--- src/rtl/cpu_controller.sv ---
// Control stage: instruction register plus Moore FSM sequencing the datapath (MOV/ADD/CMP/AND/MVN).
// Optional build macro CPU_CTRL_STATUS_ALL_EN: load the Z status register on every ALU step.
module cpu_controller #(
   parameter logic [15:0] RESET_IR = 16'h0000
) (
   input  logic        clk,
   input  logic        rst_n,
   input  logic [15:0] in,
   input  logic        load,
   input  logic        s,
   output logic        w,
   output logic        bad_op,
   output logic [15:0] datapath_in,
   output logic        vsel,
   output logic [2:0]  writenum,
   output logic        write,
   output logic [2:0]  readnum,
   output logic        loada,
   output logic        loadb,
   output logic [1:0]  shift,
   output logic [1:0]  ALUop,
   output logic        loadc,
   output logic        loads,
   output logic        asel,
   output logic        bsel,
   output logic [2:0]  o_dbg_state
);

   localparam logic [2:0] S_WAIT = 3'd0;
   localparam logic [2:0] S_GETA = 3'd1;
   localparam logic [2:0] S_GETB = 3'd2;
   localparam logic [2:0] S_ALU  = 3'd3;
   localparam logic [2:0] S_WREG = 3'd4;
   localparam logic [2:0] S_WIMM = 3'd5;

   logic [2:0]  r_state;
   logic [2:0]  w_next;
   logic [15:0] r_ir;
   logic        r_bad_op;

   logic [2:0]  w_op;
   logic [1:0]  w_sub;
   logic [2:0]  w_rn;
   logic [2:0]  w_rd;
   logic [1:0]  w_sh;
   logic [2:0]  w_rm;
   logic        w_is_mov_imm;
   logic        w_is_mov_reg;
   logic        w_is_alu_grp;
   logic        w_is_cmp;
   logic        w_is_mvn;
   logic        w_valid;
   logic        w_start;

   assign w_op  = r_ir[15:13];
   assign w_sub = r_ir[12:11];
   assign w_rn  = r_ir[10:8];
   assign w_rd  = r_ir[7:5];
   assign w_sh  = r_ir[4:3];
   assign w_rm  = r_ir[2:0];

   assign w_is_mov_imm = (w_op == 3'b110) && (w_sub == 2'b10);
   assign w_is_mov_reg = (w_op == 3'b110) && (w_sub == 2'b00);
   assign w_is_alu_grp = (w_op == 3'b101);
   assign w_is_cmp     = w_is_alu_grp && (w_sub == 2'b01);
   assign w_is_mvn     = w_is_alu_grp && (w_sub == 2'b11);
   assign w_valid      = w_is_mov_imm || w_is_mov_reg || w_is_alu_grp;
   assign w_start      = (r_state == S_WAIT) && s;

   // s wins over a same-cycle load so the instruction being started keeps its IR throughout.
   always_ff @(posedge clk or negedge rst_n) begin
      if (!rst_n) begin
         r_ir <= RESET_IR;
      end else if ((r_state == S_WAIT) && load && !s) begin
         r_ir <= in;
      end
   end

   always_ff @(posedge clk or negedge rst_n) begin
      if (!rst_n) begin
         r_state  <= S_WAIT;
         r_bad_op <= 1'b0;
      end else begin
         r_state  <= w_next;
         r_bad_op <= w_start && !w_valid;
      end
   end

   always_comb begin
      w_next = S_WAIT;
      case (r_state)
         S_WAIT: begin
            if (!s)                                w_next = S_WAIT;
            else if (w_is_mov_imm)                 w_next = S_WIMM;
            else if (w_is_mov_reg || w_is_mvn)     w_next = S_GETB;
            else if (w_is_alu_grp)                 w_next = S_GETA;
            else                                   w_next = S_WAIT;
         end
         S_GETA:  w_next = S_GETB;
         S_GETB:  w_next = S_ALU;
         S_ALU:   w_next = w_is_cmp ? S_WAIT : S_WREG;
         S_WREG:  w_next = S_WAIT;
         S_WIMM:  w_next = S_WAIT;
         default: w_next = S_WAIT;
      endcase
   end

   always_comb begin
      w        = 1'b0;
      vsel     = 1'b0;
      writenum = 3'd0;
      write    = 1'b0;
      readnum  = 3'd0;
      loada    = 1'b0;
      loadb    = 1'b0;
      shift    = 2'b00;
      ALUop    = 2'b00;
      loadc    = 1'b0;
      loads    = 1'b0;
      asel     = 1'b0;
      case (r_state)
         S_WAIT: w = 1'b1;
         S_GETA: begin
            readnum = w_rn;
            loada   = 1'b1;
         end
         S_GETB: begin
            readnum = w_rm;
            loadb   = 1'b1;
         end
         S_ALU: begin
            shift = w_sh;
            loadc = 1'b1;
            // The ALU-group sub-opcode is exactly the ALU operation code; MOV reg passes B through 0+B.
            if (w_is_mov_reg) begin
               ALUop = 2'b00;
               asel  = 1'b1;
            end else begin
               ALUop = w_sub;
            end
`ifdef CPU_CTRL_STATUS_ALL_EN
            loads = 1'b1;
`else
            loads = w_is_cmp;
`endif
         end
         S_WREG: begin
            vsel     = 1'b0;
            write    = 1'b1;
            writenum = w_rd;
         end
         S_WIMM: begin
            vsel     = 1'b1;
            write    = 1'b1;
            writenum = w_rn;
         end
         default: w = 1'b0;
      endcase
   end

   assign datapath_in = {{8{r_ir[7]}}, r_ir[7:0]};
   assign bsel        = 1'b0;
   assign bad_op      = r_bad_op;
   assign o_dbg_state = r_state;

endmodule

--- config.mk ---
export PLATFORM = sky130hd
export DESIGN_NAME = cpu_controller
export DESIGN_NICKNAME = d
export VERILOG_FILES = /design/src/rtl/cpu_controller.sv
export SDC_FILE = /design/constraint.sdc
export NUM_CORES = 1
export LEC_CHECK = 0
export CORE_AREA = 2 2 61 63
export DETAILED_ROUTE_END_ITERATION = 6
export DIE_AREA = 0 0 63 65
export GPL_TIMING_DRIVEN = 0
export PLACE_DENSITY = 0.83
export RECOVER_POWER = 100
export SKIP_CTS_REPAIR_TIMING = 1
export SYNTH_ARGS = -nofsm -noshare
export SYNTH_HDL_FRONTEND = slang
export SYNTH_SLANG_ARGS = --single-unit
--- constraint.sdc ---
create_clock -name clk -period 1.6 [get_ports clk]
set_clock_uncertainty 0.2 [all_clocks]
set_input_delay 0.24 -clock clk [delete_from_list [all_inputs] [get_ports clk]]
set_output_delay 0.24 -clock clk [all_outputs]
set_load 0.02 [all_outputs]
Yosys cells after proc, flatten, opt, wreduce, memory -nomap -nowiden
Index checks and enable logic that the tools add are counted.
{"block": "word_totals", "regBits": 20, "wordCells": 49}
{"block": "op_classes", "eq_ne": 10, "muxes": 20, "reduce_logical": 16}
{"op": "$eq A3 B3 Y1 const B", "n": 4}
{"op": "$pmux W3 S2", "n": 2}
{"op": "$pmux W3 S4", "n": 1}
{"op": "$mux W1", "n": 10}
{"op": "$mux W3", "n": 3}
{"op": "$logic_and A1 B1 Y1", "n": 8}
{"op": "$mux W2", "n": 4}
{"op": "$eq A3 B2 Y1 const B", "n": 2}
{"op": "$eq A2 B2 Y1 const B", "n": 2}
{"op": "$eq A3 B1 Y1 const B", "n": 1}
{"op": "$logic_not A3 Y1", "n": 1}
{"op": "$logic_or A1 B1 Y1", "n": 3}
{"op": "$eq A2 B1 Y1 const B", "n": 1}
{"op": "$logic_not A1 Y1", "n": 2}
{"op": "$logic_not A2 Y1", "n": 1}
{"op": "$reduce_or A2 Y1", "n": 1}

Longest topological paths before layout
Gate-level depths: netlist of run 1.
{"block": "depth", "word_depth": 7, "mapped_depth": 5, "depth_no_buf": 3}

Worst setup path before layout of run 1
Ideal clock, no wire load.
{"block": "synth_timing", "path_type": "reg2out", "from": "register r_state[0], in the netlist o_dbg_state[0]", "to": "output readnum[0]", "t_arrival_ns": 1.760, "required_ns": 1.160, "path_slack_ns": -0.600, "path_stages_with_launch": 4, "path_buffers": 1, "cell_sequence": "dfrtp_1 -> buf_6 -> nor3b_1 -> a22o_1"}
{"block": "synth_between", "elab_chain_cells": 2, "word_cells_on_any_way": 3, "classes_between": "2 x eq/ne; 1 x mux"}
{"item": "start: declaration", "line": "36", "source": "logic [2:0] r_state;"}
{"item": "start signal: assignment", "line": "84", "source": "r_state <= w_next;"}
{"item": "$eq A3 B2 Y1 / $eq A3 B1 Y1 (equally long branches)", "line": "121", "source": "case (r_state)"}
{"item": "$pmux W3 S2 (*)", "line": "121"}
{"item": "end: declaration", "line": "17", "source": "output logic [2:0] readnum,"}
Mark *: on every way between the ends. The rest lies on a longest branch, timed or not.

Final worst setup path of run 1
{"block": "layout_timing", "from": "register r_state[0], in the netlist o_dbg_state[0]", "to": "register r_ir[5]"}
{"block": "layout_between", "elab_chain_cells": 3}
{"item": "$logic_not A3 Y1", "line": "74", "source": "end else if ((r_state == S_WAIT) && load && !s) begin"}
{"item": "$logic_and A1 B1 Y1 (2 in series)", "line": "74"}
{"item": "end signal: assignment", "line": "75", "source": "r_ir <= in;"}
{"item": "end: declaration", "line": "38", "source": "logic [15:0] r_ir;"}
Every way passes these cells.
A chain may end at the register's enable or synchronous reset.

==> flow_metrics.env, run 1 <==
export IMPL_timing_final_crit_share_pct=132.5
export IMPL_drv_cap=0
export IMPL_cts_max_path_buffers=2
export IMPL_path_buf_inv=5
export IMPL_max_freq_mhz=471.6
export IMPL_synth_commonest_cells="dfrtp_1 (20), buf_4 (17), mux2_4 (10)"
export IMPL_die_h_um=65
export IMPL_start_util_pct=33.46
export IMPL_initialDrtViolationCount=49
export IMPL_grt_pass1_vias=959
export IMPL_maxSlewHeadroom_pct=37.97
export IMPL_dieWidth_um=63
export IMPL_postLayoutCoreUtil_pct=61.99
export IMPL_violations="negative setup slack"
export IMPL_synth_enable_flop_cells=0
export IMPL_cp_slowest_cell="dfrtp_2"
export IMPL_totalPowerFinal_mw=4.572
export IMPL_r2r_start="o_dbg_state[0]$_DFF_PN0_"
export IMPL_antenna_found_initial=0
export IMPL_dp_worst_setup_slack_ns=-0.6055
export IMPL_setup_slack_ns=-0.5203
export IMPL_insertedDiodeCount=0
export IMPL_synth_distinct_cells=29
export IMPL_synth_top_area_share_pct=42.78
export IMPL_root_buffer="clkbuf_4"
export IMPL_rows=22
export IMPL_routedWlPerCell_um=15.90
export IMPL_power_density_mw_per_mm2=2110
export IMPL_ys_warn_count=0
export IMPL_grt_start_max_net_pins=21
export IMPL_hold_path_class="input port to async pin"
export IMPL_post_synth_top_area_cell="dfrtp_1"
export IMPL_cts_tree="yes"
export IMPL_crit_path_max_fanout=6
export IMPL_worst_pin_slew_ns=0.9274
export IMPL_critPathLaunchType="flip-flop"
export IMPL_io_buffers=57
export IMPL_reg2reg_depth=8
export IMPL_n_fill_cell=275
export IMPL_viasPerCell=4.611
export IMPL_reg2reg_slack_ns=-0.52
export IMPL_ys_flop_type="dfrtp_1"
export IMPL_tns_ns=-15.21
export IMPL_ys_seq_area_share_pct=42.78
export IMPL_grt_setup_unrepaired="true"
export IMPL_async_reset_ff_share_pct=100.0
export IMPL_crit_end="r_ir[5]$_DFFE_PN0P_"
export IMPL_cts_buffers=3
export IMPL_critPathCaptureType="flip-flop"
export IMPL_wl_mm=3.720
export IMPL_area_growth_syn_to_layout_pct=85.24
export IMPL_core_mm2=0.003496
export IMPL_syn_area_per_cell_um2=11.70
export IMPL_reg2reg_to="r_ir[5]$_DFFE_PN0P_"
export IMPL_drt_pass1_iter_count=4
export IMPL_finalSetupViolations=41
export IMPL_via_count=1079
export IMPL_yosysMostFrequentCell="dfrtp_1"
export IMPL_layout_drive_gt1_share_pct=57.53
export IMPL_grt_pass1_wl_mm=4.602
export IMPL_remaining_drc_errors=0
export IMPL_worstSetupPathDepth=8
export IMPL_clock_latency_ns=0.31
export IMPL_crit_family="buffers and inverters"
export IMPL_place_area_mm2=0.001839
export IMPL_startpoint="o_dbg_state[0]$_DFF_PN0_"
export IMPL_fin_nets=207
export IMPL_outcome="finished, violations left"
export IMPL_place_gp_congestion=0.7578
export IMPL_cp_common_cell="buf_6"
export IMPL_peakVddDrop_v=0.0005935
export IMPL_crit_type="flip-flop to flip-flop"
export IMPL_ioPinCount=59
export IMPL_synth_nets=120
export IMPL_place_hpwl_mm=2.271
export IMPL_cp_arrival_ns=2.11
export IMPL_ant_nets=0
export IMPL_grt_ovfl_total=0
export IMPL_p_leak_nw=1.153
export IMPL_synthesis_area_mm2=0.001170
export IMPL_clock_sinks=20
export IMPL_hold_viol=0
export IMPL_critPathMaxStageDelay_ns=0.44
export IMPL_critPathRequiredTime_ns=1.59
export IMPL_synth_seq_cells=20
export IMPL_dieArea_mm2=0.004095
export IMPL_htree_levels=1
export IMPL_holdWs_ns=0.2994
export IMPL_grt_total_usage_pct=14.62
export IMPL_synth_area_leaders="dfrtp_1 (43%), mux2_4 (13%), buf_4 (11%)"
export IMPL_drv_slew=0
export IMPL_syn_inst=100
export IMPL_post_route_min_period_ns=2.120
export IMPL_path_cells="buf_8 > buf_4 > buf_6 > nor3_4 > buf_6 > nand3b_4 > clkbuf_16 > mux2_4"
export IMPL_post_route_cell_area_mm2=0.002167
export IMPL_dp_cells=205
export IMPL_fin_cells=234
export IMPL_cts_reportedPaths_clkPinSlew_ns=0.12
## metal layers
| layer | vias to the layer above | share of wire, % | track usage (%) |
|---|---|---|---|
| met5 | - | 0 | 0 |
| met4 | 0 | 2.6 | 7.778 |
| met3 | 8 | 5.8 | 3.472 |
| met2 | 51 | 53 | 24.87 |
| met1 | 521 | 39 | 17.05 |
| li1 | 499 | - | - |
## worst reg2reg max path: stages, from the launching register on
cell and delay (ns):
dfrtp_2 0.44, buf_8 0.13, buf_4 0.13, buf_6 0.11, nor3_4 0.22, buf_6 0.15, nand3b_4 0.14, clkbuf_16 0.20
mux2_4 0.29
## report_power, final
group | internal (mW) | switching, mW
clock network | 0.0972 | 0.163
registers | 0.766 | 0.291
logic | 1.88 | 1.37
## cell usage in the layout, fill, tap and decap left out, types with 3 or more instances in the layout
| cell | synthesis | layout |
|---|---|---|
| a22o_1 | 3 | 3 |
| buf_4 | 17 | 38 |
| buf_6 | 2 | 28 |
| mux2_4 | 10 | 10 |
| mux2i_1 | 3 | 3 |
| clkdlybuf4s50_1 | 0 | 18 |
| clkbuf_4 | 0 | 3 |
| inv_1 | 4 | 3 |
| dlymetal6s2s_1 | 0 | 10 |
| nor2_1 | 5 | 3 |
| dfrtp_2 | 0 | 4 |
| mux2_2 | 6 | 6 |
| dfrtp_1 | 20 | 16 |
## cell families after synthesis
kind of cell           Yosys count  share of synthesized area [%]
DFF                             20                          42.78
AOI/OAI and AO/OA               10                          6.204
other                            1                         0.3205
muxes                           19                          21.18
and+or+nand+nor                 26                          15.08
buffers and inverters           24                          14.44
## final cells by class
cell class,instances,area (um^2),area share [%]
Sequential cell,20,505.5,23.33
Tap cell,48,60.06,2.771
Timing Repair Buffer,82,815.8,37.64
Clock buffer,4,26.28,1.212
Inverter,4,15.01,0.6928
Buffer,20,188.9,8.718
Multi-Input combinational cell,56,555.5,25.64
## flip-flops by register name, indices dropped and copies added, names as in the netlist
name	flops
bad_op	1
o_dbg_state	3
r_ir	16
## worst min-delay path by stage
stage	from	to	cells after the start	slack, ns
final	rst_n	r_ir[7]$_DFFE_PN0P_	1	0.30
after global routing	in[13]	r_ir[13]$_DFFE_PN0P_	2	0.32
after CTS	rst_n	r_ir[7]$_DFFE_PN0P_	1	0.28
after detailed placement	r_ir[3]$_DFFE_PN0P_	r_ir[3]$_DFFE_PN0P_	1	0.32
after global placement	r_ir[4]$_DFFE_PN0P_	r_ir[4]$_DFFE_PN0P_	1	0.31
after floorplan	rst_n	bad_op$_DFF_PN0_	0	-0.26
No activity file was read; power rests on OpenSTA's default activity.
==> run 2, diff against run 1 <==
- CORE_AREA: 2 2 61 63 -> 2 2 56 58
- DIE_AREA: 0 0 63 65 -> 0 0 58 60
- PLACE_DENSITY: 0.83 -> 0.92
- clock period: 1.6 -> 2.6 ns (I/O delays scaled with it)
==> flow_metrics.env, run 2 (synthesis gave the netlist of run 1 again) <==
export IMPL_outcome="completed"
export IMPL_tns_ns=0
export IMPL_worstHoldStart="r_ir[4]$_DFFE_PN0P_"
export IMPL_layout_commonest_cell="clkdlybuf4s50_1"
export IMPL_viasPerCell=4.751
export IMPL_rows=20
export IMPL_fin_cells=197
export IMPL_critPathLaunchType="flip-flop"
export IMPL_cts_tree="yes"
export IMPL_p_leak_nw=0.8666
export IMPL_crit_path_max_fanout=8
export IMPL_io_buffers=57
export IMPL_cts_max_path_buffers=2
export IMPL_grt_pass1_vias=947
export IMPL_timing_final_crit_share_pct=96.58
export IMPL_hold_viol=0
export IMPL_critPathMaxStageDelay_ns=0.59
export IMPL_start_util_pct=40.30
export IMPL_cts_buffers=3
export IMPL_post_route_min_period_ns=2.511
export IMPL_reg2reg_depth=5
export IMPL_finalSetupViolations=0
export IMPL_hold_end="r_ir[4]$_DFFE_PN0P_"
export IMPL_core_mm2=0.002903
export IMPL_max_freq_mhz=398.2
export IMPL_fin_nets=185
export IMPL_grt_pass1_wl_mm=4.457
export IMPL_critPathCaptureType="output pin"
export IMPL_root_buffer="clkbuf_4"
export IMPL_cp_slowest_cell="clkdlybuf4s50_1"
export IMPL_mostFrequentLayoutCells="clkdlybuf4s50_1 (41), buf_4 (21), dfrtp_1 (18)"
export IMPL_dieWidth_um=58
export IMPL_ant_nets=0
export IMPL_routedWlPerCell_um=13.96
export IMPL_layout_drive_gt1_share_pct=25.00
export IMPL_place_hpwl_mm=2.134
export IMPL_switchingPower_uw=934.6
export IMPL_maxSlewHeadroom_pct=38.40
export IMPL_hold_depth=1
export IMPL_dp_cells=190
export IMPL_sw_frac_of_total_pct=40.30
export IMPL_place_gp_congestion=0.7505
export IMPL_drv_cap=0
export IMPL_postLayoutCoreUtil_pct=63.06
export IMPL_reg2reg_slack_ns=0.38
export IMPL_internal_power_mw=1.385
export IMPL_clock_latency_ns=0.29
export IMPL_worst_pin_slew_ns=0.9210
export IMPL_setup_slack_ns=0.08882
export IMPL_post_route_cell_area_mm2=0.001831
export IMPL_critPathRequiredTime_ns=2.01
export IMPL_dp_worst_setup_slack_ns=0.008752
export IMPL_clock_sinks=20
export IMPL_seqPwrFrac_pct=28.4
export IMPL_cp_arrival_ns=1.92
export IMPL_dieArea_mm2=0.003480
export IMPL_startpoint="o_dbg_state[0]$_DFF_PN0_"
export IMPL_htree_levels=1
export IMPL_ioPinCount=59
export IMPL_drv_slew=0
export IMPL_totalPowerFinal_mw=2.319
export IMPL_insertedDiodeCount=0
export IMPL_drt_pass1_iter_count=4
export IMPL_via_count=936
export IMPL_remaining_drc_errors=0
export IMPL_area_growth_syn_to_layout_pct=56.47
export IMPL_reg2reg_to="r_ir[5]$_DFFE_PN0P_"
export IMPL_wl_mm=2.751
export IMPL_die_h_um=60
export IMPL_hold_path_class="flip-flop to flip-flop"
export IMPL_crit_type="flip-flop to output pin"
export IMPL_clkPwrFrac_pct=7.6
export IMPL_grt_start_max_net_pins=21
export IMPL_path_cells="buf_6 > nor3b_4 > a22o_1 > clkdlybuf4s50_1"
export IMPL_initialDrtViolationCount=46
export IMPL_antenna_found_initial=0
export IMPL_grt_ovfl_total=0
export IMPL_power_density_mw_per_mm2=1267
export IMPL_peakVddDrop_v=0.0009082
export IMPL_largest_reg_flops=16
export IMPL_grt_total_usage_pct=16.61
export IMPL_r2r_start="o_dbg_state[0]$_DFF_PN0_"
export IMPL_cts_reportedPaths_clkPinSlew_ns=0.11
export IMPL_combPwrFrac_pct=64.0
export IMPL_holdWs_ns=0.3407
export IMPL_regMostFlops="r_ir"
export IMPL_place_area_mm2=0.001782
-- run 2: cell types whose count changed in the layout (fill, tap and decap cells not counted), sizes merged --
| cell | previous run | this run |
|---|---|---|
| buf | 69 | 22 |
| clkbuf | 8 | 5 |
| clkdlybuf4s50 | 18 | 41 |
| dlygate4sd3 | 1 | 12 |
| dlymetal6s2s | 10 | 4 |
-- run 2: power groups by stage --
stage	clock network (mW)	registers [mW]	logic, mW
finish	0.177	0.658	1.48
global route	0.201	0.687	1.58
CTS	0.186	0.641	1.55
detailed placement	0	0.647	1.55
global placement	0	0.629	1.50
floorplan	0	0.634	0.934
-- run 2: how the worst max path moves through the flow --
| stage | depth (start not counted) | endpoint |
|---|---|---|
| final | 4 | readnum[2] |
| after global routing | 4 | readnum[2] |
| after CTS | 4 | readnum[0] |
| after detailed placement | 4 | readnum[0] |
| after global placement | 4 | readnum[0] |
| after floorplan | 3 | readnum[0] |
-- run 2: layer usage --
layer	track usage, %	wire length (um)	up-vias
met5	0	0	-
met4	3.987	0	0
met3	3.680	190	0
met2	27.92	1338	42
met1	21.86	1222	441
li1	-	-	453
-- run 2: final cells by class --
class / count / area [um^2]
Clock buffer: 4 / 36.28
Fill cell: 225 / 1072
Buffer: 19 / 142.6
Multi-Input combinational cell: 56 / 481.7
Tap cell: 33 / 41.29
Sequential cell: 20 / 503.0
Inverter: 4 / 15.01
Timing Repair Buffer: 61 / 610.6
-- run 2: worst max-delay path, delay by kind of cell (launching register included) --
family / cells / cell delay, ns
buffers and inverters: 2 / 0.74
AND/OR/NAND/NOR: 1 / 0.30
flip-flops: 1 / 0.41
AO/OA/AOI/OAI: 1 / 0.17
